[src/rtl/psum_drain_unit_pkg.sv]
// Shared definitions for the psum drain path.
// State codes, default geometry and the lane packing convention.
package psum_drain_unit_pkg;

  localparam int PSUM_DW     = 14;
  localparam int PSUM_NUM_PE = 16;

  typedef enum logic [1:0] {
    S_IDLE  = 2'd0,
    S_DRAIN = 2'd1,
    S_DONE  = 2'd2
  } drain_state_e;

  // Lane k occupies bits [k*dw +: dw] of a packed psum vector.
  function automatic int lane_lsb(input int k, input int dw);
    return k * dw;
  endfunction

endpackage

[src/rtl/psum_drain_unit_if.sv]
// Drained-word stream towards the output feature-map writer.
// Master drives word/address, slave drives ready.
interface psum_drain_unit_if #(
  parameter int DW     = 14,
  parameter int ADDR_W = 10
);
  logic              out_valid;
  logic              out_ready;
  logic [DW-1:0]     out_data;
  logic [ADDR_W-1:0] out_addr;
  logic              out_last;

  modport master (
    output out_valid, out_data, out_addr, out_last,
    input  out_ready
  );

  modport slave (
    input  out_valid, out_data, out_addr, out_last,
    output out_ready
  );
endinterface

[src/rtl/psum_drain_unit_lane_select.sv]
// Picks one lane out of the shadow vector and applies optional ReLU.
// Purely combinational; fed only from registered state.
module psum_lane_select
  import psum_drain_unit_pkg::*;
#(
  parameter int DW     = PSUM_DW,
  parameter int Num_PE = PSUM_NUM_PE,
  parameter int IDX_W  = (Num_PE > 1) ? $clog2(Num_PE) : 1
) (
  input  logic [Num_PE*DW-1:0] shadow,
  input  logic [IDX_W-1:0]     idx,
  input  logic                 relu,
  output logic [DW-1:0]        word
);

  logic [DW-1:0] lane;

  always_comb begin
    lane = '0;
    for (int k = 0; k < Num_PE; k++) begin
      if (idx == IDX_W'(k)) begin
        lane = shadow[lane_lsb(k, DW) +: DW];
      end
    end
    word = (relu && lane[DW-1]) ? '0 : lane;
  end

endmodule

[src/rtl/psum_drain_unit.sv]
// Snapshots the psum vector on start, clears the accumulator and
// streams the lanes out one word per handshake with address generation.
module psum_drain_unit
  import psum_drain_unit_pkg::*;
#(
  parameter int DW     = PSUM_DW,
  parameter int Num_PE = PSUM_NUM_PE,
  parameter int ADDR_W = 10
) (
  input  logic                 clk,
  input  logic                 rst_n,
  input  logic                 start,
  input  logic [ADDR_W-1:0]    base_addr,
  input  logic                 relu_en,
  input  logic [Num_PE*DW-1:0] psum_in,
  output logic                 clear_psum,
  output logic                 busy,
  output logic                 done,
  output logic                 overrun,
  psum_drain_unit_if.master    dout
);

  localparam int IDX_W = (Num_PE > 1) ? $clog2(Num_PE) : 1;
  localparam logic [IDX_W-1:0] LAST_IDX = IDX_W'(Num_PE - 1);

  drain_state_e state_q, state_d;

  logic [Num_PE*DW-1:0] shadow_q;
  logic [ADDR_W-1:0]    base_q;
  logic                 relu_q;
  logic [IDX_W-1:0]     idx_q;
  logic                 clear_q;
  logic                 overrun_q;
  logic [DW-1:0]        word;

  logic in_drain;
  logic is_last;
  logic xfer;
  logic capture;

  assign in_drain = (state_q == S_DRAIN);
  assign is_last  = (idx_q == LAST_IDX);
  assign xfer     = in_drain && dout.out_ready;
  // Start is only honoured when no drain is in flight.
  assign capture  = start && !in_drain;

  always_ff @(posedge clk or negedge rst_n) begin
    if (!rst_n) begin
      state_q <= S_IDLE;
    end else begin
      state_q <= state_d;
    end
  end

  always_comb begin
    state_d = state_q;
    unique case (state_q)
      S_IDLE:  if (start) state_d = S_DRAIN;
      S_DRAIN: if (xfer && is_last) state_d = S_DONE;
      S_DONE:  state_d = start ? S_DRAIN : S_IDLE;
      default: state_d = S_IDLE;
    endcase
  end

  always_ff @(posedge clk or negedge rst_n) begin
    if (!rst_n) begin
      shadow_q  <= '0;
      base_q    <= '0;
      relu_q    <= 1'b0;
      idx_q     <= '0;
      clear_q   <= 1'b0;
      overrun_q <= 1'b0;
    end else begin
      clear_q   <= capture;
      overrun_q <= start && in_drain;
      if (capture) begin
        shadow_q <= psum_in;
        base_q   <= base_addr;
        relu_q   <= relu_en;
        idx_q    <= '0;
      end else if (xfer && !is_last) begin
        idx_q <= idx_q + 1'b1;
      end
    end
  end

  psum_lane_select #(
    .DW    (DW),
    .Num_PE(Num_PE),
    .IDX_W (IDX_W)
  ) u_sel (
    .shadow(shadow_q),
    .idx   (idx_q),
    .relu  (relu_q),
    .word  (word)
  );

  assign dout.out_valid = in_drain;
  assign dout.out_data  = in_drain ? word : '0;
  assign dout.out_addr  = in_drain ? base_q + ADDR_W'(idx_q) : '0;
  assign dout.out_last  = in_drain && is_last;

  assign clear_psum = clear_q;
  assign overrun    = overrun_q;
  assign busy       = (state_q != S_IDLE);
  assign done       = (state_q == S_DONE);

endmodule

[src/flat_wrapper.sv]
// flat-port wrapper written by rule: the top's interface ports become plain ports
module psum_drain_unit_flat import psum_drain_unit_pkg::*;
#(
  parameter int DW     = PSUM_DW,
  parameter int Num_PE = PSUM_NUM_PE,
  parameter int ADDR_W = 10
)
  (clk, rst_n, start, base_addr, relu_en, psum_in, clear_psum, busy, done, overrun, dout_out_valid, dout_out_data, dout_out_addr, dout_out_last, dout_out_ready);
  psum_drain_unit_if #(.DW(DW), .ADDR_W(ADDR_W)) dout_i ();
  input  logic clk;
  input  logic rst_n;
  input  logic start;
  input  logic [ADDR_W-1:0] base_addr;
  input  logic relu_en;
  input  logic [Num_PE*DW-1:0] psum_in;
  output logic clear_psum;
  output logic busy;
  output logic done;
  output logic overrun;
  output wire logic [$bits(dout_i.out_valid)-1:0] dout_out_valid;
  output wire logic [$bits(dout_i.out_data)-1:0] dout_out_data;
  output wire logic [$bits(dout_i.out_addr)-1:0] dout_out_addr;
  output wire logic [$bits(dout_i.out_last)-1:0] dout_out_last;
  input wire logic [$bits(dout_i.out_ready)-1:0] dout_out_ready;
  assign dout_out_valid = dout_i.out_valid;
  assign dout_out_data = dout_i.out_data;
  assign dout_out_addr = dout_i.out_addr;
  assign dout_out_last = dout_i.out_last;
  assign dout_i.out_ready = dout_out_ready;
  psum_drain_unit #(.DW(DW), .Num_PE(Num_PE), .ADDR_W(ADDR_W)) u_core (.clk(clk), .rst_n(rst_n), .start(start), .base_addr(base_addr), .relu_en(relu_en), .psum_in(psum_in), .clear_psum(clear_psum), .busy(busy), .done(done), .overrun(overrun), .dout(dout_i));
endmodule
[config.mk]
export PLATFORM = sky130hd
export DESIGN_NAME = psum_drain_unit_flat
export DESIGN_NICKNAME = d
export VERILOG_FILES = /design/src/rtl/psum_drain_unit_pkg.sv /design/src/rtl/psum_drain_unit_if.sv /design/src/rtl/psum_drain_unit_lane_select.sv /design/src/rtl/psum_drain_unit.sv /design/src/flat_wrapper.sv
export SDC_FILE = /design/constraint.sdc
export NUM_CORES = 1
export LEC_CHECK = 0
export CORE_MARGIN = 2
export CORE_UTILIZATION = 40
export CTS_CLUSTER_DIAMETER = 40
export DETAILED_ROUTE_END_ITERATION = 7
export MAX_ROUTING_LAYER = met4
export PLACE_DENSITY = 0.69
export SYNTH_ARGS = -nofsm -noshare
export SYNTH_HDL_FRONTEND = slang
export SYNTH_SLANG_ARGS = --single-unit
[constraint.sdc]
create_clock -name clk -period 5.5 [get_ports clk]
set_input_delay 1.1 -clock clk [delete_from_list [all_inputs] [get_ports clk]]
set_output_delay 1.1 -clock clk [all_outputs]
set_load 0.005 [all_outputs]
Yosys cells after proc, flatten, opt, wreduce, memory -nomap -nowiden
Cells that the tools add are included.
Word-level totals
  bits in registers: 243
  bits in latches: 0
  memory bits (writable): 0
  bits in read-only memories: 0
  bits of input ports: 239
  output and inout port bits: 30
  logic and storage cells: 67
  memories kept: 0
Cells by class
  $add $sub $neg: 2
  $mul: 0
  divide/modulo/power cells: 0
  order comparisons: 0
  eq/ne operators: 19
  shift-type cells: 0
  mux-type cells: 25
  bitwise gates (word level): 0
  reduce and logical (&&, ||, !) cells: 14
Operators with widths (count)
  $mux W14: 18
  $eq A4 B4 Y1 const B: 8
  $eq A4 B3 Y1 const B: 4
  $add A10 B4 Y10: 1
  $mux W10: 1
  $eq A4 B2 Y1 const B: 2
  $mux W4: 2
  $logic_and A1 B1 Y1: 7
  $pmux W2 S3: 1
  $add A4 B1 Y4 const B: 1
  $eq A4 B1 Y1 const B: 1
  $logic_not A4 Y1: 1
  $mux W2: 2
  $ne A2 B2 Y1 const B: 2
  $reduce_bool A2 Y1: 2
  $eq A2 B1 Y1 const B: 1
  $eq A2 B2 Y1 const B: 1
  $logic_not A1 Y1: 2
  $logic_not A2 Y1: 1
  $reduce_and A2 Y1: 1
  $mux W1: 1

Logic depth before layout (Yosys ltp)
  depth after elaboration: 20
  mapped depth: 10
  gate-level depth less buffers: 7

By module
Synthesis repeated with hierarchy kept, for this count alone.
Second synthesis, totals
  cell total of the unflattened synthesis: 1431
  area total of the unflattened synthesis: 11969.0 µm²
By module, submodules not included
  psum_drain_unit: instances 1, cells an instance 1083, area an instance 9610.5 µm², seq. area each 6080.8 µm²
  psum_lane_select: instances 1, cells an instance 348, area an instance 2358.5 µm², seq. area each 0.0 µm²

Worst setup path before layout
No wires, ideal clock.
  kind: reg2out
  start point: register u_core.idx_q[0]
  end point: output port dout_out_data[11]
  arrival time: 2.007 ns
  required time: 4.400 ns
  slack: 2.393 ns
  stages on the path, launching flop included: 11
  path buffers: 3
  cells stage by stage: dfrtp_1 > inv_1 > ha_1 > buf_6 > buf_6 > buf_2 > a21o_1 > a222oi_1 > nand4_1 > a311oi_1 > a211oi_1
Between the ends
  cells in the longest elaborated chain, start to end: 20
  elaborated cells on any way between the ends: 35
  those cells by class: eq/ne: 15; mux: 18; reduce/logical: 2
Ends and longest elaborated chain
  start, declared: RTL line psum_drain_unit.sv:31  | logic [IDX_W-1:0] idx_q;
  start signal, assigned: RTL line psum_drain_unit.sv:82  | idx_q <= idx_q + 1'b1;
  $logic_not A4 Y1: RTL line psum_drain_unit_lane_select.sv:21  | if (idx == IDX_W'(k)) begin
  $mux W14 (15 in series): RTL line psum_drain_unit_lane_select.sv:21
  $mux W14 *: RTL line psum_drain_unit_lane_select.sv:21
  $logic_and A1 B1 Y1: RTL line psum_drain_unit_lane_select.sv:25  | word = (relu && lane[DW-1]) ? '0 : lane;
  $mux W14 *: RTL line psum_drain_unit_lane_select.sv:25
  $mux W14 *: RTL line psum_drain_unit.sv:99  | assign dout.out_data = in_drain ? word : '0;
  end, declared: RTL line flat_wrapper.sv:21  | output wire logic [$bits(dout_i.out_data)-1:0] dout_out_data;
Every way passes the cells marked *; elsewhere a longest branch is shown, timed or not.

Worst setup path in the final report
  start point: register u_core.idx_q[1]
  end point: output port dout_out_data[6]
Same word-level chain as after synthesis.

==> qor.csv <==
stage,metric,value,unit
pwr,total power,0.00974,W
yosys,post-synthesis cell type count,59,
die,# IOs,269,
critical_path,crit path kind,flip-flop to output port,
critical_path,Worst EP arrival,4130,ps
critical_path,Buf/Inv on CP,3,
clock_network,PostCTS Resize Cnt,0,
pwr,Sw Share,36.2,%
placed_design,DP Area,0.0150,sq mm
route,DRC Markers,0,
clock_network,clock latency on the worst-skew pair,510,ps
final_layout,Non-Filler Instances,1666,
route,post-route ant nets,0,
pwr,Peak VDD IR,270,uV
clock_network,Max clock buf depth,3,
status,status,completed,
clock_network,H-tree depth,2,
grt,largest net degree at the start of global routing,136,
timing,RSZ-0062 raised after global routing,false,
route,Vias/cell,5.60,
grt,global-route wire length before repair,56800,um
die,Die ar.,0.0316,sq mm
die,Die Wd,178,um
clock_network,Clock transition at path regs,50,ps
critical_path,Critical Path End Type,output port,
route,1st-iter DRT viols,856,
yosys,synthesized cell area,0.0121,sq mm
grt,total track usage,24.6,%
die,Die Y,178,um
yosys,Gate Count Post-Synth,993,
pwr,Sequential Power Share,33.6,%
yosys,sequential-to-total area share from yosys stat,50.4,%
timing,Max-slew headroom,23.5,%
critical_path,Crit-path slowest cell,ha_2,
route,final wirelength,37600,um
yosys,post-synth net total,1241,
clock_network,CTS tree,yes,
critical_path,critical-path cell list,inv_1 -> ha_2 -> inv_2 -> o221a_2 -> a2111oi_4 -> a211oi_4 -> a221oi_1 -> clkdlybuf4s50_1,
grt,initial antenna violation count,0,
yosys,number of synthesis warnings,0,
yosys,post-synthesis mux area share,22.8,%
pwr,pwr dens,597,mW/mm^2
placed_design,routability congestion estimate from global placement,0.907,
timing,WHS,500,ps
clock_network,clk sinks,243,
pwr,NetSw,0.00352,W
critical_path,Crit Reg-Reg Endpoint,u_core.shadow_q[161],
die,Core Area,0.0296,sq mm
final_layout,Nets,1493,
clock_network,hold buffer count at CTS,0,
placed_design,dpl hpwl,27600,um
pwr,clock share of power,24.6,%
critical_path,Worst Path Required,4400,ps
final_layout,final instance area,0.0163,sq mm
yosys,complex-gate fraction of the synthesized area,14.1,%
critical_path,CP startpoint kind,flip-flop,
timing,clk_skew,10.9,ps
critical_path,Stages on worst setup path,8,
die,Initial Util,40.7,%
critical_path,Crit path largest cell delay,670,ps
yosys,Syn Area/Cell,12.2,sq um
yosys,Synth Flop Type,dfrtp_1,
timing,Final Hold Viols,0,
timing,Period minus WS final,5230,ps
die,std cell rows,63,
pwr,Int Power,0.00622,W
pwr,Gate power share,41.8,%
final_layout,# fillers,2550,
critical_path,CP Max Fanout,39,
clock_network,CTS buffer count,40,
grt,"Remaining Overflow, GRT",0,
final_layout,antenna diode instance count,0,
timing,slew of the pin with the lowest slew margin,1150,ps
yosys,Post-synth EDFFs,0,
clock_network,Post-CTS Setup Bufs,0,
timing,Final period util,95.1,%
yosys,XOR/XNOR Fraction of Synth Area,0.581,%
yosys,Post-Synth Simple-Gate Area,7.24,%
yosys,register bit total from synthesis,243,
critical_path,Crit path max-delay family,compound AO/OA/AOI/OAI gates,
timing,setup TNS,0,ps
timing,fmax,191,MHz
grt,vias in the first global route,9458,
yosys,"FFs w/ async S/R, synth",100,%
route,First-pass DRT Iterations,8,
final_layout,P&R area growth vs syn,35.2,%
route,Wirelength per Cell,22.6,um
timing,fin. max-slew vios,0,
clock_network,clock root buffer,clkbuf_16,
job,Max-Cap Viols,0,
yosys,largest family of logic cells by synthesized area,multiplexers,
critical_path,R2R depth,4,
route,via count,9324,
timing,Final setup viols,0,
placed_design,PortBufs,268,
yosys,adder-cell share of the synthesized area,0.995,%
pwr,Leak,6.76,nW
placed_design,Placed Cells,1593,
final_layout,layout cell share with drive strength beyond 1,27.0,%
min_path,hold crit path type,input port to asynchronous set/reset pin,
critical_path,Reg2Reg Launch Point,u_core.state_q[1],
critical_path,"reg-to-reg slack, setup",2780,ps
==> worst register-to-register path, delay by kind of cell, from the launching register on <==
kind	cells	cell delay (ps)
DFF	1	390
buffers and inverters	1	470
and+or+nand+nor	2	1370
muxes	1	380
==> routing by layer <==
layer	global-route usage [%]	vias to the layer above	routed length, um
met5	-	-	0
met4	6.80	0	944
met3	4.05	62	2460
met2	38.3	363	17700
met1	33.5	4684	16500
li1	-	4215	-
==> area by class of cell <==
type / instances / area, sq um / share of cell area [%]
clock buffer: 52 / 1110 / 6.79
clock inverter: 21 / 189 / 1.16
inverter: 11 / 41.3 / 0.253
multi-input combinational: 660 / 5520 / 33.9
sequential: 243 / 6080 / 37.3
tap: 390 / 488 / 2.99
timing repair buffer: 289 / 2880 / 17.7
==> power groups by stage <==
stage | sequential [W] | combinational (W) | clock (W)
floorplan | 0.00297 | 0.00270 | 0
global placement | 0.00327 | 0.00399 | 0
detailed placement | 0.00328 | 0.00404 | 0
CTS | 0.00326 | 0.00406 | 0.00244
global route | 0.00336 | 0.00439 | 0.00252
finish | 0.00327 | 0.00407 | 0.00239
==> through the flow <==
step           worst slack, ps  utilization (%)
6_report                   271             55.0
5_1_grt                   21.4             55.0
4_1_cts                    275             55.0
3_5_place_dp               814             50.7
3_3_place_gp               885             50.7
2_1_floorplan             2390                -
==> layout by cell type, fill, tap and decap left out, drive strengths merged, types with 10 or more instances in the layout <==
cell type	n
inv	19
clkdlybuf4s50	267
a311oi	22
and2	16
a22o	11
a21o	16
a2bb2oi	10
a22oi	15
buf	22
nand3b	14
nand2	46
a211o	11
nand4	12
nor2b	14
o21ai	61
a211oi	16
dfrtp	243
a21oi	36
mux2	243
clkbuf	52
a222oi	12
nand2b	16
nor2	19
==> worst max path at each step <==
stage,start,end
after floorplan,u_core.idx_q[0],dout_out_data[11]
after global placement,u_core.idx_q[1],dout_out_data[6]
after detailed placement,u_core.idx_q[1],dout_out_data[13]
after CTS,u_core.idx_q[1],dout_out_data[13]
after global routing,u_core.idx_q[1],dout_out_data[13]
final,u_core.idx_q[1],dout_out_data[6]
==> sequential cells by signal, summed over array words and instances (netlist names) <==
register           flops
u_core.state_q         2
u_core.idx_q           4
u_core.clear_psum      1
u_core.relu_q          1
u_core.overrun         1
u_core.base_q         10
u_core.shadow_q      224
==> synth_stat cells, drive strengths merged (12+ instances only) <==
master  instances  area [sq um]
a211oi         16           138
a21o           16           120
a21oi          36           180
a222oi         12           120
a22oi          15           118
a311oi         22           193
and2           16           100
buf            61           363
clkbuf         18          67.6
dfrtp         243          6080
mux2          243          2740
nand2          46           173
nand2b         16           100
nand3b         14           105
nand4          12          75.1
nor2           19          71.3
nor2b          14          87.6
o21ai          61           305
==> cells by family after synthesis <==
family                   after synthesis
buffers and inverters                 90
AND/OR/NAND/NOR                      161
multiplexers                         244
adder cells (fa/ha/maj)                9
AO/OA/AOI/OAI                        238
flip-flops                           243
XOR/XNOR                               8
Power figures use the tool's default switching activity.
